===== src/rtl/ttl_counter_updown_mod.sv =====
// ttl_counter_updown_mod: synchronous up/down modulo-N counter with parallel
// load, ENT/ENP count enables, combinational ripple carry/borrow (RCO) and a
// registered one-cycle Wrap pulse after each terminal wrap.
module ttl_counter_updown_mod #(
  parameter int unsigned     WIDTH      = 4,
  parameter longint unsigned MODULUS    = 16,
  parameter int              DELAY_RISE = 0,
  parameter int              DELAY_FALL = 0
) (
  input  logic             Clk,
  input  logic             Clear,
  input  logic             Load_bar,
  input  logic             ENT,
  input  logic             ENP,
  input  logic             Up,
  input  logic [WIDTH-1:0] D,
  output logic [WIDTH-1:0] Q,
  output logic             RCO,
  output logic             Wrap
);

  // Computed in 64 bits so WIDTH=32 / MODULUS=2**32 does not overflow.
  localparam longint unsigned MAX_MOD = 64'd1 << WIDTH;

  // Reject illegal configurations at elaboration; the delay parameters are
  // carried only for interface compatibility with the older library cells.
  if (WIDTH < 1 || WIDTH > 32 || MODULUS < 2 || MODULUS > MAX_MOD ||
      DELAY_RISE < 0 || DELAY_FALL < 0) begin : g_bad_params
    $error("ttl_counter_updown_mod: illegal WIDTH/MODULUS/DELAY parameters");
  end

  // Terminal count, and the modulus widened by one bit so the load
  // saturation compare stays exact when MODULUS == 2**WIDTH.
  localparam logic [WIDTH-1:0] TOP     = WIDTH'(MODULUS - 1);
  localparam logic [WIDTH:0]   MOD_EXT = (WIDTH+1)'(MODULUS);
  localparam logic [WIDTH-1:0] ONE     = WIDTH'(1);

  logic [WIDTH-1:0] q;
  logic             wrap;
  logic             at_top;
  logic             at_zero;
  logic             count_en;
  logic [WIDTH-1:0] load_val;

  assign at_top   = (q == TOP);
  assign at_zero  = (q == '0);
  assign count_en = ENT & ENP;
  assign load_val = ({1'b0, D} >= MOD_EXT) ? TOP : D;

  // Count/load register with Clear > Load > Count > Hold priority.
  always_ff @(posedge Clk) begin
    if (Clear) begin
      q    <= '0;
      wrap <= 1'b0;
    end else if (!Load_bar) begin
      q    <= load_val;
      wrap <= 1'b0;
    end else if (count_en) begin
      if (Up) begin
        if (at_top) begin
          q    <= '0;
          wrap <= 1'b1;
        end else begin
          q    <= q + ONE;
          wrap <= 1'b0;
        end
      end else begin
        if (at_zero) begin
          q    <= TOP;
          wrap <= 1'b1;
        end else begin
          q    <= q - ONE;
          wrap <= 1'b0;
        end
      end
    end else begin
      wrap <= 1'b0;
    end
  end

  assign Q    = q;
  assign Wrap = wrap;
  // Ripple carry/borrow: ENT gates it, ENP deliberately does not.
  assign RCO  = ENT & (Up ? at_top : at_zero);

endmodule

===== config.mk =====
export PLATFORM = sky130hd
export DESIGN_NAME = ttl_counter_updown_mod
export DESIGN_NICKNAME = d
export VERILOG_FILES = /design/src/rtl/ttl_counter_updown_mod.sv
export SDC_FILE = /design/constraint.sdc
export NUM_CORES = 1
export LEC_CHECK = 0
export BUFFER_PORTS_ARGS = -buffer_cell sky130_fd_sc_hd__clkbuf_2
export CAP_MARGIN = 15
export CORE_AREA = 5 5 42 44
export CTS_CLUSTER_SIZE = 28
export DETAILED_ROUTE_END_ITERATION = 12
export DIE_AREA = 0 0 47 49
export RECOVER_POWER = 100
export SKIP_CTS_REPAIR_TIMING = 1
export SYNTH_ARGS = -nofsm -noshare
export SYNTH_HDL_FRONTEND = slang
export SYNTH_SLANG_ARGS = --single-unit

===== constraint.sdc =====
create_clock -name Clk -period 1.8 [get_ports Clk]
set_input_delay 0.27 -clock Clk [delete_from_list [all_inputs] [get_ports Clk]]
set_output_delay 0.27 -clock Clk [all_outputs]
set_load 0.05 [all_outputs]

==> results.json <==
{
  "cts.sinks": 5,
  "drt_iter0_drc": 6,
  "path_clk_slew_ns": 0.05,
  "path_max_fanout": 7,
  "ys_seq_area_frac": 0.290,
  "fin_crit_ns": 1.73,
  "p_leak_nw": 0.212,
  "power_switching_share": 0.354,
  "rows": 14,
  "synthToLayoutAreaGrowth_pct": 48.2,
  "grt_pass1_vias": 321,
  "powerDensity_mw_per_mm2": 754,
  "drt-vias-per-instance": 4.58,
  "initial_core_util": 0.246,
  "wl_um": 911,
  "setup_viol_count_final": 0,
  "finalCritPeriodShare": 0.963,
  "required_ns": 1.53,
  "grt_use_total": 0.0872,
  "grt_pass1_wl_mm": 1.42,
  "portBuffers": 15,
  "crit_slowest_cell": "dfxtp_4",
  "status": "completed",
  "slew_viol_final": 0,
  "synthCells": 46,
  "switching_power_mw": 0.137,
  "endpoint_kind": "output port",
  "layout.nets": 78,
  "arrival_ns": 1.46,
  "drc": 0,
  "die_area_mm2": 0.00230,
  "synth.net_count": 58,
  "synth_flop_cell": "dfxtp_1",
  "max_freq_mhz": 577,
  "gp_congestion": 0.762,
  "clk_latency_ns": 0.24,
  "fp.dieW_um": 47,
  "vias": 371,
  "ys_async_sr_fraction": 0,
  "ant_nets": 0,
  "relSlewSlack": 0.601,
  "pwr-share-seq": 0.341,
  "cts_root_buffer": "clkbuf_4",
  "antennaDiodeCount": 0,
  "final_common_cell": "clkbuf_2",
  "grt_max_degree": 11,
  "final_cell_mix": "clkbuf_2 (9), nor2_1 (7), clkbuf_1 (6)",
  "design_area_um2": 512,
  "synth_seq_cells": 5,
  "drive_above_1_share": 0.369,
  "hp-class": "in -> reg",
  "p_clk_frac": 0.348,
  "synth_cell_types": 22,
  "cts_tree": "yes",
  "clockBufferDepth": 2,
  "wl_per_cell_um": 11.2,
  "p_int_mw": 0.249,
  "hpwlAfterDp_um": 681,
  "place_area_um2": 440,
  "combPwrFrac": 0.311,
  "synth_warnings": 0,
  "crit_chain": "inv_2, ha_4, nand2b_1, nor3_2, a41oi_2, nor2b_4, buf_6",
  "synth_edf_count": 0,
  "numCtsBuffers": 3,
  "crit_type": "reg -> out",
  "netlist_area_um2": 345,
  "fin_skew_ns": 0.000583,
  "ir_drop_mv": 0.323,
  "grt_overflow": 0,
  "max_slew.worst_pin.slew_ns": 0.600,
  "io_pins": 16,
  "startpoint_type": "flip-flop",
  "fp.coreArea_mm2": 0.00140,
  "dr.pass1.iters": 4,
  "hold_viol": 0,
  "final_util": 0.365,
  "avgSynthCellArea_um2": 7.51,
  "die_h_um": 49,
  "max_cap_violations": 0,
  "n_fill_cell": 156,
  "cpPeakStageDelay_ns": 0.36,
  "antenna_found_initial": 0,
  "htree_levels": 1
}
## cell families after synthesis
group | count (synthesis) | share of synthesized area
simple gates | 17 | 0.236
xor+xnor | 3 | 0.0761
compound gates | 14 | 0.265
fa+ha+maj | 2 | 0.0725
buf+inv | 5 | 0.0616
flops | 5 | 0.290
## registers in the layout (all words and copies together) (netlist names)
signal,cells
Q,4
Wrap,1
## worst max-delay path: cells and delay by family (launching register included)
kind	cells	cell delay, ns
AND/OR/NAND/NOR	3	0.41
buffers and inverters	2	0.24
adder cells (fa/ha/maj)	1	0.13
flip-flops	1	0.36
AO/OA/AOI/OAI	1	0.08
## worst paths after layout
check	from	endpoint	slack, ns	cells after the start
worst max register to register	Q[1]$_SDFFE_PP0P_	Q[3]$_SDFFE_PP0P_	0.40	6
worst min-delay path	D[0]	Q[0]$_SDFFE_PP0P_	0.27	3
worst max-delay path	Q[0]$_SDFFE_PP0P_	RCO	0.07	7
worst min register to register	Q[1]$_SDFFE_PP0P_	Q[1]$_SDFFE_PP0P_	0.59	2
## metrics by stage
step / setup TNS [ns] / worst slack [ns] / hold WS (ns) / total power [mW] / std cells
after floorplan: 0 / 0.113 / 0.335 / 0.212 / 46
final: 0 / 0.0667 / 0.269 / 0.386 / 81
after CTS: -0.157 / -0.157 / 0.261 / 0.382 / 79
after detailed placement: 0 / 0.120 / 0.523 / 0.241 / 75
after global placement: 0 / 0.131 / 0.523 / 0.240 / 75
after global routing: -0.0308 / -0.0308 / 0.285 / 0.410 / 81
## synthesized netlist by cell type (all sizes together), types with 2 or more instances
cell / number / area (µm²)
xnor2: 2 / 17.5
nand3: 2 / 10.0
nor2: 7 / 26.3
dfxtp: 5 / 100
buf: 2 / 10.0
o21ai: 2 / 10.0
inv: 3 / 11.3
nand2: 3 / 11.3
a21oi: 4 / 20.0
ha: 2 / 25.0
a211oi: 4 / 30.0
## per-layer routing
layer,track usage,wire length [µm],up-vias
met1,0.105,402,160
met5,0,0,-
met3,0.0148,64,2
li1,-,-,200
met2,0.122,430,9
met4,0.0829,13,0
## power groups by stage
stage                     combinational [mW]  clock (mW)  sequential [mW]
after global placement                 0.105           0            0.135
after floorplan                       0.0554           0            0.157
after global routing                   0.131       0.145            0.134
after CTS                              0.106       0.142            0.133
final                                  0.120       0.134            0.131
after detailed placement               0.106           0            0.135
## cell type report
class                      instances  area (µm²)  share of cell area
clock buffer                       4        26.3              0.0513
sequential                         5         108               0.210
tap                               16        20.0              0.0391
multi-input combinational         36         256               0.501
timing repair buffer              17        90.1               0.176
inverter                           3        11.3              0.0220
Power figures use the tool's default switching activity.
